`src/rtl/codes_pkg.sv`:
```
// Shared Binary/Gray code helpers and mode encodings.
// Used by the converter pipe and by the Gray-counter and async-FIFO blocks.
package codes_pkg;

  localparam logic MODE_B2G = 1'b0;
  localparam logic MODE_G2B = 1'b1;

  // Widest code the helpers handle. Callers zero-extend narrower values and
  // slice the result back to their own width. Zero upper bits do not change
  // either transform.
  localparam int CODES_MAXW = 64;

  typedef logic [CODES_MAXW-1:0] codes_word_t;

  function automatic codes_word_t bin2gray(input codes_word_t b);
    return b ^ (b >> 1);
  endfunction

  // Prefix XOR from the MSB downwards. Each binary bit is the parity of all
  // Gray bits at or above it.
  function automatic codes_word_t gray2bin(input codes_word_t g);
    codes_word_t b;
    b[CODES_MAXW-1] = g[CODES_MAXW-1];
    for (int i = CODES_MAXW - 2; i >= 0; i--) begin
      b[i] = b[i+1] ^ g[i];
    end
    return b;
  endfunction

endpackage

```
`src/rtl/codes_fifo_nd.sv`:
```
// Circular-buffer FIFO with an occupancy count and registered storage.
// A push while full, or a pop while empty, is ignored.
module codes_fifo_nd #(
  parameter int p_width = 9,
  parameter int p_depth = 2
) (
  input  logic                       clk,
  input  logic                       rst,
  input  logic                       push,
  input  logic                       pop,
  input  logic [p_width-1:0]         wdata,
  output logic [p_width-1:0]         rdata,
  output logic [$clog2(p_depth):0]   count
);

  localparam int PW = $clog2(p_depth);
  localparam int CW = PW + 1;

  localparam logic [CW-1:0] FULL_COUNT = CW'(p_depth);
  localparam logic [PW-1:0] LAST_PTR   = PW'(p_depth - 1);

  logic [p_width-1:0] mem [p_depth];
  logic [PW-1:0]      wr_ptr;
  logic [PW-1:0]      rd_ptr;
  logic               full;
  logic               empty;
  logic               do_push;
  logic               do_pop;

  assign full    = (count == FULL_COUNT);
  assign empty   = (count == '0);
  assign do_push = push && !full;
  assign do_pop  = pop && !empty;
  assign rdata   = mem[rd_ptr];

  function automatic logic [PW-1:0] next_ptr(input logic [PW-1:0] p);
    return (p == LAST_PTR) ? '0 : p + 1'b1;
  endfunction

  // NOTE: state is assigned with <= only, so every register sees the
  // pre-edge values of its neighbours regardless of statement order.
  always_ff @(posedge clk or posedge rst) begin
    if (rst) begin
      wr_ptr <= '0;
      rd_ptr <= '0;
      count  <= '0;
      // NOTE: storage is cleared on reset too. That costs reset fan-out but
      // guarantees that no entry written before reset can ever reach rdata.
      for (int i = 0; i < p_depth; i++) begin
        mem[i] <= '0;
      end
    end else begin
      if (do_push) begin
        mem[wr_ptr] <= wdata;
        wr_ptr      <= next_ptr(wr_ptr);
      end
      if (do_pop) begin
        rd_ptr <= next_ptr(rd_ptr);
      end
      case ({do_push, do_pop})
        2'b10:   count <= count + 1'b1;
        2'b01:   count <= count - 1'b1;
        default: count <= count;
      endcase
    end
  end

endmodule

```
`src/rtl/codes_gray_conv_pipe.sv`:
```
// Registered Binary<->Gray converter with per-transaction mode bit and val/rdy
// handshakes. Results queue in a small FIFO for full throughput.
module codes_gray_conv_pipe
  import codes_pkg::*;
#(
  parameter int p_nbits = 8,
  parameter int p_depth = 2
) (
  input  logic                       clk,
  input  logic                       rst,
  input  logic                       in_val,
  output logic                       in_rdy,
  input  logic                       in_mode,
  input  logic [p_nbits-1:0]         in_data,
  output logic                       out_val,
  input  logic                       out_rdy,
  output logic                       out_mode,
  output logic [p_nbits-1:0]         out_data,
  output logic [$clog2(p_depth):0]   count
);

  localparam int CW = $clog2(p_depth) + 1;
  localparam logic [CW-1:0] FULL_COUNT = CW'(p_depth);

  generate
    if (p_nbits < 2 || p_nbits > CODES_MAXW) begin : g_bad_width
      $error("codes_gray_conv_pipe: p_nbits out of range");
    end
    if (p_depth < 2 || (p_depth & (p_depth - 1)) != 0) begin : g_bad_depth
      $error("codes_gray_conv_pipe: p_depth must be a power of two >= 2");
    end
  endgenerate

  typedef struct packed {
    logic               mode;
    logic [p_nbits-1:0] data;
  } entry_t;

  codes_word_t conv_wide;
  entry_t      wr_entry;
  entry_t      rd_entry;
  logic        do_push;
  logic        do_pop;

  always_comb begin
    // NOTE: default first, so no branch leaves conv_wide unassigned and no
    // latch is inferred.
    conv_wide = '0;
    if (in_mode == MODE_G2B) begin
      conv_wide = gray2bin(codes_word_t'(in_data));
    end else begin
      conv_wide = bin2gray(codes_word_t'(in_data));
    end
  end

  assign wr_entry = '{mode: in_mode, data: conv_wide[p_nbits-1:0]};

  // Readiness comes only from registered occupancy. A pop in the same cycle
  // does not free a slot for a push into a full buffer.
  assign in_rdy  = (count != FULL_COUNT);
  assign out_val = (count != '0);
  assign do_push = in_val && in_rdy;
  assign do_pop  = out_val && out_rdy;

  codes_fifo_nd #(
    .p_width ($bits(entry_t)),
    .p_depth (p_depth)
  ) u_fifo (
    .clk   (clk),
    .rst   (rst),
    .push  (do_push),
    .pop   (do_pop),
    .wdata (wr_entry),
    .rdata (rd_entry),
    .count (count)
  );

  // Outputs are zeroed when empty, so an old head entry is never visible.
  assign out_data = out_val ? rd_entry.data : '0;
  assign out_mode = out_val ? rd_entry.mode : 1'b0;

endmodule

```
`config.mk`:
```
export PLATFORM = sky130hd
export DESIGN_NAME = codes_gray_conv_pipe
export DESIGN_NICKNAME = d
export VERILOG_FILES = /design/src/rtl/codes_pkg.sv /design/src/rtl/codes_fifo_nd.sv /design/src/rtl/codes_gray_conv_pipe.sv
export SDC_FILE = /design/constraint.sdc
export NUM_CORES = 1
export LEC_CHECK = 0
export CORE_MARGIN = 10
export CORE_UTILIZATION = 50
export DETAILED_ROUTE_END_ITERATION = 10
export DONT_BUFFER_PORTS = 1
export SYNTH_ARGS = -nofsm -noshare
export SYNTH_HDL_FRONTEND = slang
export SYNTH_SLANG_ARGS = --single-unit
```
`constraint.sdc`:
```
create_clock -name clk -period 1.6 [get_ports clk]
set_input_delay 0.32 -clock clk [delete_from_list [all_inputs] [get_ports clk]]
set_output_delay 0.32 -clock clk [all_outputs]
set_load 0.02 [all_outputs]
```
; Word level (Yosys, flattened, before mapping)
; Cells that the tools add are included.
[totals]
mem_bits_rw = 0
latchBits = 0
reg_bits = 22
mem_bits_ro = 0
in_bits = 13
n_memories = 0
wordCells = 48
[op_classes]
n_mul = 0
n_shift = 0
bitwise = 10
reduce_logical = 10
n_mux = 12
eq_ne = 4
add_sub_neg = 4
order_cmp = 3
div_mod_pow = 0
[op_table]
columns = op, n
row1 = 2-to-1 mux 9 bit, 4
row2 = bitwise mux 18 bit, 1
row3 = 2-to-1 mux 8 bit, 2
row4 = demux 9 bit (select 1 bit), 1
row5 = bitwise XOR 8 x 7 -> 8 bit, 1
row6 = bitwise XOR 1 bit, 7
row7 = logical AND 1 bit, 5
row8 = "equality test 2 bit, second input constant", 2
row9 = "greater-or-equal comparator 2 bit, second input constant", 2
row10 = NOT 1 -> 2 bit, 2
row11 = case mux 2 bit (2 select lines), 1
row12 = nonzero test 2 bit, 2
row13 = 2-to-1 mux 1 bit, 3
row14 = "adder 1 bit, second input constant", 2
row15 = "adder 2 x 1 -> 2 bit, second input constant", 1
row16 = "equality test 2 x 1 -> 1 bit, second input constant", 1
row17 = zero test 1 bit, 2
row18 = zero test 2 bit, 1
row19 = "less-than comparator 2 x 1 -> 1 bit, second input constant", 1
row20 = "!= test 2 bit, second input constant", 1
row21 = "subtractor 2 x 1 -> 2 bit, second input constant", 1

; Longest topological paths before layout
[depth]
depth_word = 9
ltp_mapped = 6
mapped_depth_nobuf = 6

; Cells and area by module
; Synthesis repeated with hierarchy kept, for this count alone.
[hier_totals]
cells_unflattened = 104
area_unflattened_um2 = 1358.8
[modules_own_cells]
columns = module, n_inst, seq_area_each_um2, area_per_inst_um2, cells_each
row1 = codes_fifo_nd, 1, 550.5, 1062.3, 65
row2 = codes_gray_conv_pipe, 1, 0.0, 296.5, 39

; Worst setup path before layout
; No wires, ideal clock.
[synth_path]
path_kind = register to register
from = register u_fifo.count[0]
to = register u_fifo.mem[12] (netlist name)
arrival_ps = 1597
required_time_ps = 1475
stages_incl_launch_ff = 5
slack_ps = -122
cell_sequence = dfrtp_1 nand2b_1 and3b_1 clkbuf_1 mux2_2
[synth_via]
elab_chain_len = 3
elab_cells_between_ends = 5
cone_classes = eq/ne: 2 / reduce/logical: 3
[synth_rtl]
columns = element, line_no
row1 = start: declaration, codes_fifo_nd.sv:13  ; output logic [$clog2(p_depth):0] count
row2 = start signal: assignment, codes_fifo_nd.sv:61  ; 2'b10: count <= count + 1'b1;
row3 = start signal: assignment, codes_fifo_nd.sv:62  ; 2'b01: count <= count - 1'b1;
row4 = start signal: assignment, codes_fifo_nd.sv:63  ; default: count <= count;
row5 = != test 2 bit, codes_gray_conv_pipe.sv:60  ; assign in_rdy = (count != FULL_COUNT);
row6 = via in_rdy, codes_gray_conv_pipe.sv:12  ; output logic in_rdy,
row7 = logical AND 1 bit, codes_gray_conv_pipe.sv:62  ; assign do_push = in_val && in_rdy;
row8 = logical AND 1 bit, codes_fifo_nd.sv:32  ; assign do_push = push && !full;
row9 = end signal: indexed assignment, codes_fifo_nd.sv:54  ; mem[wr_ptr] <= wdata;
row10 = end: declaration, codes_fifo_nd.sv:22  ; logic [p_width-1:0] mem [p_depth];
; The timed path passes the listed nets, and every way through them passes these cells.
; A chain may end at the register's enable or synchronous reset.

; Worst setup path after layout
[layout_path]
from = register u_fifo.rd_ptr
to = output out_mode
[layout_via]
elab_chain_len = 5
[layout_rtl]
columns = element, line_no
row1 = start: declaration, codes_fifo_nd.sv:24  ; logic [PW-1:0] rd_ptr;
row2 = start signal: assignment, codes_fifo_nd.sv:58  ; rd_ptr <= next_ptr(rd_ptr);
row3 = NOT 1 -> 2 bit (not written as such), codes_fifo_nd.sv:34  ; assign rdata = mem[rd_ptr];
row4 = 2-to-1 mux 9 bit (not written as such) (3 in a row), codes_fifo_nd.sv:34
row5 = 2-to-1 mux 1 bit, codes_gray_conv_pipe.sv:80  ; assign out_mode = out_val ? rd_entry.mode : 1'b0;
row6 = end: declaration, codes_gray_conv_pipe.sv:17  ; output logic out_mode,
; No other way between the ends. The select of a mux whose other input is x is not followed.

==> key figures <==
Route
  • Detailed-router iteration count before antenna repair: 5
  • Routed WL per cell: 15.43 um
  • Detail Route Antenna Nets: 0
  • DR vias/cell: 5.267
  • Via count: 948
  • Final wirelength: 2.778 mm
  • Number of DRC markers in iteration 0: 75
  • Residual DRC: 0

STA
  • Hold Fails Final Rpt: 0
  • Rel. slew slack: 0.7491
  • Period utilization: 0.9976
  • Slew Viols, Final: 0
  • Worst hold slack: 0.1139 ns
  • Setup Skew: 0.006358 ns
  • Min Tclk post-route: 1.596 ns
  • Final setup viols: 0
  • Worst Max-Slew Pin Slew: 0.3737 ns
  • Setup Total Neg Slack: 0 ns
  • RSZ-0062 raised after global routing: true
  • Worst Setup Slack, final: 0.003804 ns
  • Fmax: 0.6265 GHz

Hold path
  • Worst min path class: primary input to flip-flop

Pwr
  • Max VDD drop: 1.390 mV
  • Power share of the clock group: 0.130
  • P_sw: 1.312 mW
  • Internal: 1.959 mW
  • Total power: 3.271 mW
  • Switching Fraction: 0.4011
  • PwrDens: 2145 nW/um^2
  • Gate power share: 0.564
  • Leakage: 0.7452 nW
  • Seq pwr share: 0.305

Setup path
  • Crit. End Element: output port
  • Critical Path End: out_mode
  • WP data arrival: 1.28 ns
  • Reg2Reg Depth: 4
  • Crit start category: flip-flop
  • Stages on the worst setup path: 4
  • Reg-to-Reg End: u_fifo.mem[3]$_DFFE_PP0P_
  • Crit-path cells: buf_6 -> mux2i_1 -> nor2_1 -> buf_4
  • Flop-to-flop setup slack: 0.06 ns
  • Worst path max stage delay: 0.44 ns
  • Worst path bufs/invs: 2
  • Crit-path leading delay family: flip-flops
  • Worst r2r src: u_fifo.count[1]$_DFFE_PP0P_
  • Crit path required time: 1.28 ns
  • Critical path type: flip-flop to output port
  • Critical path launch point: u_fifo.rd_ptr$_DFFE_PP0P_
  • Crit Path Max Fanout: 5
  • Slowest-stage cell, CP: dfrtp_2

Floorplan
  • FP Rows: 18
  • Die width: 69.98 um
  • Initial Util: 0.5134
  • Die Area: 4897 sq um
  • Core Region: 2432 sq um
  • Die Ht: 69.98 um
  • I/O pins: 26

Global route
  • GRT Residual Overflow: 0
  • Gr usage total: 0.1188
  • Vias in the first global route: 1024
  • Global-route wire length before repair: 4.905 mm
  • Largest net degree at the start of global routing: 23
  • Initial antenna violation count: 0

Layout
  • Reg area: 553.0 sq um
  • Net count, final: 165
  • Commonest cells after routing, fill and taps aside: nand2_1, dfrtp_1, buf_4
  • Finished layout cell area: 1525 sq um
  • Filler instances: 216
  • Layout cells sized above 1: 0.2533
  • N_diodes: 0
  • Multi-input logic area: 673.1 sq um
  • Cell Count, Final, Fillers Out: 180
  • Area Growth Syn to Fin: 22.14%
  • Most common cell after layout, fill and taps aside: nand2_1
  • Final Util: 0.6271

Synthesis
  • Distinct cell type count after synthesis: 21
  • FF+latch count, synth: 22
  • Gate Count Post-Synth: 129
  • Post-Syn Nets: 143
  • Post-Syn Area: 1249 sq um
  • Seq/Total Area, Yosys: 0.4409
  • Mean Syn Cell Area: 9.680 sq um
  • Synth Warn #: 0

Clock tree
  • Clock transition at path regs: 0.13 ns
  • CTS tree: done
  • H-tree depth: 1
  • Root buf cell: clkbuf_4
  • Max Buffers Root-to-Sink: 2
  • TritonCTS Sinks: 22
  • Inserted Clock Buffers: 3
  • Later-pin clock latency in the skew report: 0.31 ns

Run
  • Max-cap violation count: 0

Placed design
  • Placed cell count: 171
  • Buffers on Ports: 0
  • DP Worst Slack: 0.02537 ns
  • Detailed Place HPWL: 2.088 mm
  • Final GP Congestion: 0.7463
  • Placed cell area: 1406 sq um

Run status
  • Status: complete, no violations
kinds of logic (layout without fill, tap and decap cells):
logic type | after synthesis | after routing | synth area share
DFF | 22 | 22 | 0.4409
buffers and inverters | 10 | 31 | 0.03006
and+or+nand+nor | 54 | 54 | 0.1944
AOI/OAI and AO/OA | 10 | 10 | 0.05812
adders and majority gates | 1 | 1 | 0.01002
xor gates and xnor gates | 18 | 18 | 0.1493
muxes | 14 | 14 | 0.1172
worst min-delay path by stage:
| stage | start | end | slack [ns] | cells past startpoint |
|---|---|---|---|---|
| 2_1_floorplan | rst | u_fifo.count[1]$_DFFE_PP0P_ | 0.31 | 1 |
| 6_report | in_data[7] | u_fifo.mem[16]$_DFFE_PP0P_ | 0.11 | 2 |
| 3_3_place_gp | rst | u_fifo.mem[8]$_DFFE_PP0P_ | 0.27 | 2 |
| 5_1_grt | in_data[7] | u_fifo.mem[16]$_DFFE_PP0P_ | 0.12 | 2 |
| 4_1_cts | in_data[7] | u_fifo.mem[16]$_DFFE_PP0P_ | 0.11 | 2 |
| 3_5_place_dp | rst | u_fifo.mem[8]$_DFFE_PP0P_ | 0.27 | 2 |
flip-flops by register name (all words and copies together), names as in the netlist:
signal and cells:
u_fifo.rd_ptr 1, u_fifo.count 2, u_fifo.mem 18, u_fifo.wr_ptr 1
per-layer routing:
metal  global-route usage  up-vias  wire length, um
li1                     -      476                -
met1               0.1462      442             1203
met2               0.1893       26             1359
met3              0.04096        4              189
met4              0.03728        0               25
met5                    0        -                0
worst register-to-register path, cell delays in order, from the launching register on:
cell,delay [ns]
dfrtp_1,0.43
buf_4,0.16
nand2b_2,0.12
and3_1,0.37
mux2_2,0.38
power groups by stage:
stage	logic (mW)	clock network, mW	registers (mW)
final	1.85	0.427	0.999
after global routing	2.04	0.459	1.03
after CTS	1.86	0.437	0.996
after detailed placement	1.65	0	1.08
after global placement	1.61	0	1.06
after floorplan	1.12	0	1.00
synth_stat cells (all sizes together):
library cell | instances | share of area
clkbuf | 7 | 0.021
and3 | 1 | 0.0050
nor2b | 1 | 0.0050
o21ai | 4 | 0.016
xor2 | 5 | 0.035
nand2 | 23 | 0.069
mux2 | 5 | 0.045
nand4 | 6 | 0.030
nand3b | 1 | 0.0060
mux2i | 9 | 0.072
inv | 3 | 0.0090
xnor2 | 11 | 0.077
nand3 | 7 | 0.028
nor2 | 13 | 0.039
dfrtp | 22 | 0.44
a211o | 6 | 0.042
xnor3 | 2 | 0.037
nand2b | 1 | 0.0050
and3b | 1 | 0.0070
ha | 1 | 0.010
area by class of cell:
type                       instances  area share
multi-input combinational         97      0.4413
sequential                        22      0.3626
timing repair buffer              24      0.1296
tap                               30     0.02461
clock inverter                     1     0.01969
clock buffer                       3     0.01477
inverter                           3    0.007383
what timing repair did:
action | 4_1_cts | 5_1_grt
hold buffers | 1 | 0
endpoints found under the hold margin | 22 | 0
setup endpoints to repair | 10 | 11
buffers inserted | 4 | 0
resized for setup | 5 | 3
pin swaps | 1 | 4
Note: power is estimated with default switching activity, not from simulation.
